### src/rtl/mul8_arbiter.sv
// mul8_arbiter
// ------------
// Shares a single 8x8 unsigned combinational multiplier among four
// requesters. A round-robin arbiter picks one requester while idle and
// captures its operands. The product is registered one cycle later and
// held as a response until the consumer accepts it. Completed handshakes
// are counted in a saturating 16-bit counter.
//
// Ports
//   clk        rising-edge clock for all state
//   rst        synchronous active-high reset
//   req_valid  per-requester request flags (bit i = requester i)
//   req_a      operand A, requester i in bits [8i+7:8i]
//   req_b      operand B, requester i in bits [8i+7:8i]
//   req_ready  one-hot grant, set only in IDLE for a valid requester
//   rsp_valid  result available (high exactly in DONE)
//   rsp_y      registered 16-bit product
//   rsp_id     index of the requester owning rsp_y
//   rsp_ready  consumer accepts the result (ignored outside DONE)
//   ops_cnt    saturating count of completed responses

module mul8_arbiter (
    input  logic        clk,
    input  logic        rst,
    input  logic [3:0]  req_valid,
    input  logic [31:0] req_a,
    input  logic [31:0] req_b,
    output logic [3:0]  req_ready,
    output logic        rsp_valid,
    output logic [15:0] rsp_y,
    output logic [1:0]  rsp_id,
    input  logic        rsp_ready,
    output logic [15:0] ops_cnt
);

    typedef enum logic [1:0] {
        IDLE = 2'd0,
        MUL  = 2'd1,
        DONE = 2'd2
    } state_t;

    state_t      state_q, state_d;
    logic [1:0]  ptr_q, ptr_d;
    logic [7:0]  opA_q, opA_d;
    logic [7:0]  opB_q, opB_d;
    logic [1:0]  id_q, id_d;
    logic [15:0] rspY_q, rspY_d;
    logic [1:0]  rspId_q, rspId_d;
    logic [15:0] opsCnt_q, opsCnt_d;

    logic [7:0]  rotDouble;
    logic [3:0]  rotValid;
    logic [1:0]  grantOffset;
    logic [1:0]  grantIdx;
    logic        anyValid;
    logic        grant;
    logic [15:0] product;

    // Round-robin search: rotate the request vector so that the requester
    // at ptr sits in bit 0, take the lowest set bit, then add ptr back to
    // recover the absolute index. Duplicating the vector makes the rotate
    // a plain shift.
    always_comb begin
        rotDouble   = {req_valid, req_valid} >> ptr_q;
        rotValid    = rotDouble[3:0];
        grantOffset = 2'd0;
        casez (rotValid)
            4'b???1: grantOffset = 2'd0;
            4'b??10: grantOffset = 2'd1;
            4'b?100: grantOffset = 2'd2;
            4'b1000: grantOffset = 2'd3;
            default: grantOffset = 2'd0;
        endcase
        grantIdx = ptr_q + grantOffset;
        anyValid = |req_valid;
    end

    // A grant is only offered while idle and out of reset, so nothing can
    // be accepted on a cycle that reset is about to discard.
    always_comb begin
        grant     = (state_q == IDLE) && !rst && anyValid;
        req_ready = grant ? (4'b0001 << grantIdx) : 4'b0000;
    end

    // The single shared multiplier works on the captured operands only, so
    // later activity on req_a/req_b cannot disturb an operation in flight.
    always_comb begin
        product = 16'(opA_q) * 16'(opB_q);
    end

    // Next-state and datapath update. Everything holds by default; each
    // state only touches what it owns. The counter saturates at all ones.
    always_comb begin
        state_d  = state_q;
        ptr_d    = ptr_q;
        opA_d    = opA_q;
        opB_d    = opB_q;
        id_d     = id_q;
        rspY_d   = rspY_q;
        rspId_d  = rspId_q;
        opsCnt_d = opsCnt_q;

        case (state_q)
            IDLE: begin
                if (grant) begin
                    state_d = MUL;
                    ptr_d   = grantIdx + 2'd1;
                    opA_d   = req_a[{grantIdx, 3'b000} +: 8];
                    opB_d   = req_b[{grantIdx, 3'b000} +: 8];
                    id_d    = grantIdx;
                end
            end
            MUL: begin
                rspY_d  = product;
                rspId_d = id_q;
                state_d = DONE;
            end
            DONE: begin
                if (rsp_ready) begin
                    state_d = IDLE;
                    if (opsCnt_q != 16'hFFFF) begin
                        opsCnt_d = opsCnt_q + 16'd1;
                    end
                end
            end
            default: begin
                state_d = IDLE;
            end
        endcase
    end

    // State register. Reset wins over everything and abandons any
    // operation in flight without producing a response or a count.
    always_ff @(posedge clk) begin
        if (rst) begin
            state_q  <= IDLE;
            ptr_q    <= 2'd0;
            opA_q    <= 8'd0;
            opB_q    <= 8'd0;
            id_q     <= 2'd0;
            rspY_q   <= 16'd0;
            rspId_q  <= 2'd0;
            opsCnt_q <= 16'd0;
        end else begin
            state_q  <= state_d;
            ptr_q    <= ptr_d;
            opA_q    <= opA_d;
            opB_q    <= opB_d;
            id_q     <= id_d;
            rspY_q   <= rspY_d;
            rspId_q  <= rspId_d;
            opsCnt_q <= opsCnt_d;
        end
    end

    // Response outputs come straight from registers.
    always_comb begin
        rsp_valid = (state_q == DONE);
        rsp_y     = rspY_q;
        rsp_id    = rspId_q;
        ops_cnt   = opsCnt_q;
    end

endmodule

### config.mk
export PLATFORM = sky130hd
export DESIGN_NAME = mul8_arbiter
export DESIGN_NICKNAME = d
export VERILOG_FILES = /design/src/rtl/mul8_arbiter.sv
export SDC_FILE = /design/constraint.sdc
export NUM_CORES = 1
export LEC_CHECK = 0
export ABC_CLOCK_PERIOD_IN_PS = 5550
export CAP_MARGIN = 20
export CORE_MARGIN = 1
export CORE_UTILIZATION = 40
export CTS_CLUSTER_SIZE = 25
export DETAILED_ROUTE_END_ITERATION = 6
export PLACE_DENSITY = 0.74
export SLEW_MARGIN = 10
export SYNTH_ARGS = -nofsm -noshare
export SYNTH_HDL_FRONTEND = slang
export SYNTH_SLANG_ARGS = --single-unit
### constraint.sdc
create_clock -name clk -period 5.55 [get_ports clk]
set_input_delay 1.3875 -clock clk [delete_from_list [all_inputs] [get_ports clk]]
set_output_delay 1.3875 -clock clk [all_outputs]
set_load 0.01 [all_outputs]
-- After elaboration in Yosys (flattened, before gate mapping)
Index checks and enable logic that the tools add are counted.
- add/subtract/negate cells: 3
- multipliers: 1
- equal/unequal tests: 8
- shift operators: 4
- mux-type cells: 5
- reduce and logical (&&, ||, !) cells: 8
- operators by type and width (cell ; count):
    indexed part select 32 x 6 -> 8 bit ; 2
    adder 16 x 1 -> 16 bit, second input constant ; 1
    multiplier 8 x 8 -> 16 bit ; 1
    != test 16 bit, second input constant ; 1
    case mux 2 bit (3 select lines) ; 2
    right shift 8 x 2 -> 4 bit ; 1
    equality test 2 bit, second input constant ; 2
    equality test 4 bit, second input constant ; 1
    2-to-1 mux 2 bit ; 2
    2-to-1 mux 4 bit ; 1
    AND reduction 2 bit ; 2
    OR reduction 4 bit ; 1
    << shifter 1 x 2 -> 4 bit, first input constant ; 1
    equality test 3 bit, second input constant ; 1
    AND reduction 3 bit ; 1
    adder 2 x 1 -> 2 bit, second input constant ; 1
    adder 2 bit ; 1
    equality test 2 x 1 -> 1 bit, second input constant ; 1
    logical AND 1 bit ; 2
    zero test 2 bit ; 1
    != test 2 x 1 -> 1 bit, second input constant ; 1
    != test 2 bit, second input constant ; 1
    zero test 1 bit ; 1
- bits in registers: 56
- input bits: 71
- word-level logic and storage cells: 37

-- Logic depth before layout (Yosys ltp)
Gate-level depths: netlist of the first run.
- word-level depth: 6
- mapped depth: 16
- depth with buffers taken out: 15

-- Worst setup path after synthesis of the first run
No wires, ideal clock.
- path kind: in2out
- start: input port req_valid[0]
- end: output port req_ready[0]
- data arrival time: 3.423 ns
- path slack: 0.740 ns
- cell stages on the path: 9
- buffers on the path: 3
- cells stage by stage: buf_4 -> or4_1 -> o211ai_1 -> ha_1 -> buf_2 -> buf_1 -> inv_1 -> ha_1 -> and2_2
- cells in the longest elaborated chain, start to end: 6
- elaborated cells between the ends (all ways): 10
- ends and longest elaborated chain (what ; line ; RTL):
    start, declared ; 25 ; input logic [3:0] req_valid,
    right shift 8 x 2 -> 4 bit (*) ; 64 ; rotDouble = {req_valid, req_valid} >> ptr_q;
    equality test 4 bit, or another cell as far along ; 67 ; casez (rotValid)
    case mux 2 bit (3 select lines) (*) ; 67 ;
    adder 2 bit (*) ; 74 ; grantIdx = ptr_q + grantOffset;
    named net grantIdx[0] ; 54 ; logic [1:0] grantIdx;
    << shifter 1 x 2 -> 4 bit (*) ; 82 ; req_ready = grant ? (4'b0001 << grantIdx) : 4'b0000;
    2-to-1 mux 4 bit (*) ; 82 ;
    end, declared ; 28 ; output logic [3:0] req_ready,
The timed path passes the listed nets; every way through them passes the cells marked *.

-- Final worst setup path of the first run
- start: input port req_valid[1]
- end: output port req_ready[2]
Same word-level chain as after synthesis.

==> results of run 1 <==
[power breakdown]
group / switching [mW] / total (mW) / internal (mW)
Clock: 0.161 / 0.329 / 0.169
Combinational: 1.37 / 2.57 / 1.20
Sequential: 0.174 / 0.674 / 0.500
Total: 1.71 / 3.58 / 1.87
[cell usage in the layout (no fill, tap or decap), types with 23 or more instances in the layout]
cell               n
clkdlybuf4s50_1  109
ha_1              41
inv_1             58
and2_1            38
a21oi_1           23
fa_1              36
nor2_1            33
nand2_1           55
dfxtp_1           56
mux2i_1           33
o221ai_1          32
[stage by stage]
stage / total power, mW / util, % / setup slack, ns
6_report: 3.58 / 51.7 / 0.164
5_1_grt: 3.99 / 51.7 / 0.0297
4_1_cts: 3.58 / 51.6 / 0.110
3_5_place_dp: 3.22 / 50.5 / 0.112
3_3_place_gp: 3.14 / 50.5 / 0.222
2_1_floorplan: 2.65 / - / 0.740
[cell families (layout without fill, tap and decap cells)]
group | Yosys count | in the layout | share of synthesized area, %
flip-flops | 56 | 56 | 21.4
XOR/XNOR | 16 | 16 | 2.68
AND/OR/NAND/NOR | 193 | 193 | 20.0
AO/OA/AOI/OAI | 123 | 123 | 18.2
multiplexers | 33 | 33 | 6.31
adder cells (fa/ha/maj) | 78 | 78 | 23.8
buffers and inverters | 94 | 180 | 7.61
[sequential cells by signal, indices dropped and copies added (netlist names)]
register / cells
ops_cnt: 16
rsp_id: 2
opA_q: 8
rsp_y: 16
id_q: 2
opB_q: 8
state_q: 2
ptr_q: 2
[routing by layer]
metal	track usage (%)	routed length, microns
met1	24.4	5510
met2	32.6	5920
met3	2.80	609
met4	5.38	174
met5	0	0
[critical path, cell delays in order]
cell and delay, ns:
clkdlybuf4s50_1 0.59, and2b_1 0.22, a221oi_1 0.29, o211ai_1 0.14, ha_2 0.23, xnor2_2 0.24
inv_1 0.10, ha_1 0.18, and2_2 0.16, clkdlybuf4s50_1 0.47
[path summary, 6_finish.rpt]
kind / endpoint / from / cells after the start / slack [ns]
setup / recovery: req_ready[2] / req_valid[1] / 10 / 0.16
hold / removal: rsp_y[9]$_SDFFE_PP0N_ / rsp_y[9]$_SDFFE_PP0N_ / 2 / 0.46
setup reg to reg: rsp_y[12]$_SDFFE_PP0N_ / opB_q[4]$_SDFFE_PP0P_ / 14 / 1.17
hold reg to reg: rsp_y[9]$_SDFFE_PP0N_ / rsp_y[9]$_SDFFE_PP0N_ / 2 / 0.46
[area by class of cell]
type / instances / area, sq um / area share, %
clock inverters: 3 / 21.3 / 0.325
clock buffers: 5 / 125 / 1.91
inverters: 58 / 218 / 3.32
well taps: 172 / 215 / 3.28
repair buffers: 114 / 1130 / 17.2
flip-flops and latches: 56 / 1120 / 17.1
multi-input cells: 443 / 3720 / 56.8
[repair_timing]
action	CTS	global route
hold buffers	0	0
gates resized for setup	0	1
endpoints found under the setup margin	0	4
==> results by group, run 1 <==
Run status
  • Status: complete, no violations

Synth
  • Most area-consuming cells after synthesis: dfxtp_1 (21%), fa_1 (14%), ha_1 (10%), mux2i_1 (6.3%), o221ai_1 (5.4%)
  • Netlist area before placement: between 5000 and 6000 sq um
  • Number of warning messages in the yosys log: 0
  • Average cell area after synthesis: 8.82 sq um
  • Largest area contributor in the netlist: dfxtp_1
  • Area share of the largest cell type after synthesis: a little over a fifth
  • Top flip-flop cell by instance count after synthesis: dfxtp_1
  • Dominant cell by count in the synthesized netlist: inv_1
  • Number of synthesized flops with an enable pin: 0
  • Share of flip-flops with an asynchronous set or reset after synthesis: 0%
  • Instance count of the mapped netlist: 593
  • Syn Nets: roughly 740
  • Number of synthesized register bits: 56
  • Part of the Yosys area used for sequential elements: 21.4%
  • Commonest cells in the netlist: inv_1 (58), dfxtp_1 (56), nand2_1 (55), ha_1 (42), and2_1 (38)
  • Count of distinct cell types in the synthesized netlist: 61

Floorplanning
  • Number of cell rows: 41
  • Die footprint: 13,500 sq um
  • Starting Density: 41.3%
  • Die width: 116 microns
  • Chip height: 116 microns
  • Top-level port count: 110
  • Core area: ~13,000 sq um

Routing
  • DRC marker count from the first detailed-route iteration: 276
  • Number of vias after detailed routing: 4,496
  • Number of nets with antenna violations after detailed routing: 0
  • Final routed wire length divided by cell count: roughly 14 microns
  • Pre-antenna DRT Iters: 5
  • Sum of routed wire length over all layers: 12,200 microns
  • Number of design rule violations left after detail routing: 0
  • Post-DR vias/cell: 5.28

Placement
  • Cell area after placement: 6400 sq um
  • Number of cells in the design after placement: ~840
  • Number of buffers inserted by port buffering: ~110
  • Estimated wirelength of the detail-placed design: around 9700 microns
  • RePlAce Congestion: 0.861

Global routing
  • Initial antenna violation count: 0
  • Maximum number of pins on one net before global-route repair: 38
  • GRT Resource Usage Total: 18.9%
  • Vias in the first global route: 4,443
  • Wire length of the first global-routing pass: 20,700 microns
  • Total global routing overflow: 0

Clocking
  • Num CTS Buffers: 5
  • CTS Root Cell: clkbuf_16
  • Clk slew on worst S/H paths: roughly 0.08 ns
  • TritonCTS clock tree: yes
  • Level count of the clock H-tree: 2
  • Later-pin clock latency in the skew report: around 0.3 ns
  • Count of buffers added by post-CTS timing repair for setup: 0
  • Number of clock sinks seen by CTS: 56
  • Maximum buffer depth of the clock tree: 2

Final layout
  • Design area: 6550 sq um
  • Number of cells in the finished layout apart from fillers: around 850
  • Proportion of layout cells with a drive suffix above 1: 4.12%
  • Number of inserted filler cells in the final layout: 1,169
  • Layout-stage area growth over the synthesis result: 25.2%
  • Final net count: 827
  • Number of diodes: 0

Power
  • Power per Cell Area: 546 nW/um^2
  • Max VDD drop: around 0.28 mV
  • Static Leak: about 2.8 nW

Timing
  • Setup Viol. Count Final: 0
  • Setup repair after global routing missed its margin: false
  • Number of max-slew violations in the final report: 0
  • Minimum clock period: around 5.4 ns
  • Highest achievable clock rate: 186 MHz
  • Hold Vio Cnt, Final: 0
  • Worst setup skew after layout: 0.00656 ns
  • Worst relative slew slack: 48.1%
  • Worst hold slack: around 0.46 ns
  • Crit share post-route: 97.0%
  • Fin Setup TNS: 0 ns
  • Pin slew with the least headroom to its limit: 0.772 ns

Setup path
  • Crit path kind: in2out
  • Kind of start point of the critical path: input pin
  • Crit path required time: between 4 and 5 ns
  • Crit path DAT: 4.00 ns
  • Type of element capturing the critical path: output port
  • Max Fanout on Critical Path: 6

Worst hold path
  • Worst hold path type: reg2reg

Flow run
  • Max-capacitance violation count: 0
(Power assumes the default switching activity.)
==> inputs of run 2 (changes only) <==
--- a/config.mk
+++ b/config.mk
@@ -11,7 +11,9 @@
 export CORE_UTILIZATION = 40
 export CTS_CLUSTER_SIZE = 25
 export DETAILED_ROUTE_END_ITERATION = 6
-export PLACE_DENSITY = 0.74
+export DONT_BUFFER_PORTS = 1
+export PLACE_DENSITY = 0.63
+export REMOVE_ABC_BUFFERS = 1
 export SLEW_MARGIN = 10
 export SYNTH_ARGS = -nofsm -noshare
 export SYNTH_HDL_FRONTEND = slang
==> run 2 against run 1 <==
  * Cell area fell by 17%
  * Power fell by 4.5%
  * Critical path type unchanged
  * Die area did not move
  * Non-clock buffer count fell by 111
  * Maximum frequency rose by 23%
  * Clock-buffer cell count did not move
  * Sequential power rose by 3%
  * Clock power fell by 1%
  * Hold slack got worse by 0.0012 ns
  * Register-to-register slack improved by 0.05 ns
  * Worst setup slack improved by 1.0 ns
==> results by group, run 2 (synthesized netlist as in run 1, its figures left out) <==
Run status
  • Status: complete, no violations

Global routing
  • Vias in the first global route: approximately 3,800
  • Initial antenna violation count: 0
  • Wire length of the first global-routing pass: 17,800 microns
  • Maximum number of pins on one net before global-route repair: 39
  • Total global routing overflow: 0
  • GRT Resource Usage Total: 16.1%

Worst hold path
  • Worst hold path type: reg2reg
  • Worst hold start: id_q[0]$_SDFFE_PP0P_
  • Instance count along the most critical hold path: 2
  • Endpoint, Worst Hold: rsp_id[0]$_SDFFE_PP0N_

Clocking
  • Num CTS Buffers: 5
  • Maximum buffer depth of the clock tree: 2
  • Cts hold-fix bufs: 0
  • CTS Root Cell: clkbuf_16
  • Level count of the clock H-tree: 2
  • Clk slew on worst S/H paths: 0.07 ns
  • # resized after CTS: 0
  • Number of clock sinks seen by CTS: 56
  • Count of buffers added by post-CTS timing repair for setup: 0
  • Later-pin clock latency in the skew report: ~0.3 ns
  • TritonCTS clock tree: yes

Setup path
  • Crit path kind: in2out
  • Minimum setup slack among reg-to-reg paths: ~1.2 ns
  • Terminus of the critical flop-to-flop path: rsp_y[15]$_SDFFE_PP0N_
  • Crit path DAT: around 3 ns
  • Max Fanout on Critical Path: 17
  • Kind of start point of the critical path: input pin
  • Worst-case reg-to-reg path depth: 11
  • Type of element capturing the critical path: output port
  • Startpoint of the most critical register-to-register path: opB_q[6]$_SDFFE_PP0P_
  • Crit path required time: 4.16 ns

Routing
  • Number of design rule violations left after detail routing: 0
  • Post-DR vias/cell: 5.50
  • Met2 routed wirelength: 5130 microns
  • DRC marker count from the first detailed-route iteration: roughly 120
  • Met3 WL post-DR: 563 microns
  • Final routed wire length divided by cell count: 14.8 microns
  • Number of vias after detailed routing: 4,068
  • Sum of routed wire length over all layers: between 10,000 and 15,000 microns
  • Number of nets with antenna violations after detailed routing: 0
  • Met1 wire length: 5160 microns
  • Pre-antenna DRT Iters: 5
  • Top Metal Used: met4

Floorplanning
  • Die width: 116 microns
  • Core area: 12,700 sq um
  • Top-level port count: 110
  • Die footprint: between 10,000 and 15,000 sq um
  • Chip height: 116 microns
  • Starting Density: 41.3%
  • Number of cell rows: 41

Placement
  • Cell area after placement: 5290 sq um
  • Number of cells in the design after placement: 732
  • Number of buffers inserted by port buffering: 0
  • Estimated wirelength of the detail-placed design: 8670 microns
  • RePlAce Congestion: 0.835

Power
  • Power per Cell Area: 628 nW/um^2
  • Static Leak: 2.35 nW
  • Max VDD drop: 0.305 mV

Timing
  • Highest achievable clock rate: 228 MHz
  • Crit share post-route: about four fifths
  • Fin Setup TNS: 0 ns
  • Worst hold slack: roughly 0.46 ns
  • Worst relative slew slack: 48.4%
  • Worst setup skew after layout: 0.00942 ns
  • Setup Viol. Count Final: 0
  • Minimum clock period: 4.38 ns
  • Pin slew with the least headroom to its limit: 0.767 ns
  • Number of max-slew violations in the final report: 0
  • Hold Vio Cnt, Final: 0
  • Setup repair after global routing missed its margin: false

Final layout
  • Design area: ~5400 sq um
  • Leading cell type in the layout, fill and taps excluded: inv_1
  • Number of inserted filler cells in the final layout: 1,277
  • Commonest non-fill, non-tap cells in the layout: inv_1 (58), dfxtp_1 (56), nand2_1 (55)
  • Layout-stage area growth over the synthesis result: 3.95%
  • Number of cells in the finished layout apart from fillers: 740
  • Final net count: 716
  • Post-layout utilization of the core: 42.9%
  • Number of diodes: 0
  • Proportion of layout cells with a drive suffix above 1: 4.40%

Flow run
  • Max-capacitance violation count: 0
-- run 2: changes by cell type in the layout (fill, tap and decap cells not counted) --
cell,delta
xnor2_1,+1
xnor2_2,-1
buf_4,-2
clkdlybuf4s50_1,-109
-- run 2: final cells by class --
cell class | instances | area [sq um] | share of cell area (%)
clock inverter | 3 | 21.3 | 0.391
sequential | 56 | 1120 | 20.6
multi-input combinational | 443 | 3710 | 68.3
timing repair buffer | 3 | 22.5 | 0.414
tap | 172 | 215 | 3.96
inverter | 58 | 218 | 4.00
clock buffer | 5 | 125 | 2.30
-- run 2: critical path: stages --
cell	delay, ns
nor2_2	0.19
o22ai_1	0.15
a21o_1	0.39
xnor2_1	0.39
inv_1	0.11
ha_1	0.19
and2_2	0.19
-- run 2: metrics by stage --
step | setup slack [ns] | power, mW
2_1_floorplan | 0.404 | 2.61
3_3_place_gp | 1.21 | 3.03
3_5_place_dp | 1.16 | 3.09
4_1_cts | 1.15 | 3.45
5_1_grt | 1.00 | 3.82
6_report | 1.17 | 3.41
-- run 2: how the worst max path moves through the flow --
stage	from	end	slack, ns
floorplan	req_valid[1]	req_ready[0]	0.40
global placement	req_valid[3]	req_ready[3]	1.21
detailed placement	req_valid[1]	req_ready[3]	1.16
CTS	req_valid[3]	req_ready[3]	1.15
global route	req_valid[3]	req_ready[2]	1.00
finish	req_valid[3]	req_ready[3]	1.17
-- run 2: metal layers --
| layer | global-route usage [%] | vias to the layer above |
|---|---|---|
| li1 | - | 2027 |
| met1 | 21.6 | 1926 |
| met2 | 27.3 | 105 |
| met3 | 2.59 | 10 |
| met4 | 3.68 | 0 |
| met5 | 0 | - |
-- run 2: power by group --
part           switching (mW)  internal, mW
clock                   0.156         0.169
combinational            1.30          1.09
sequential              0.192         0.501
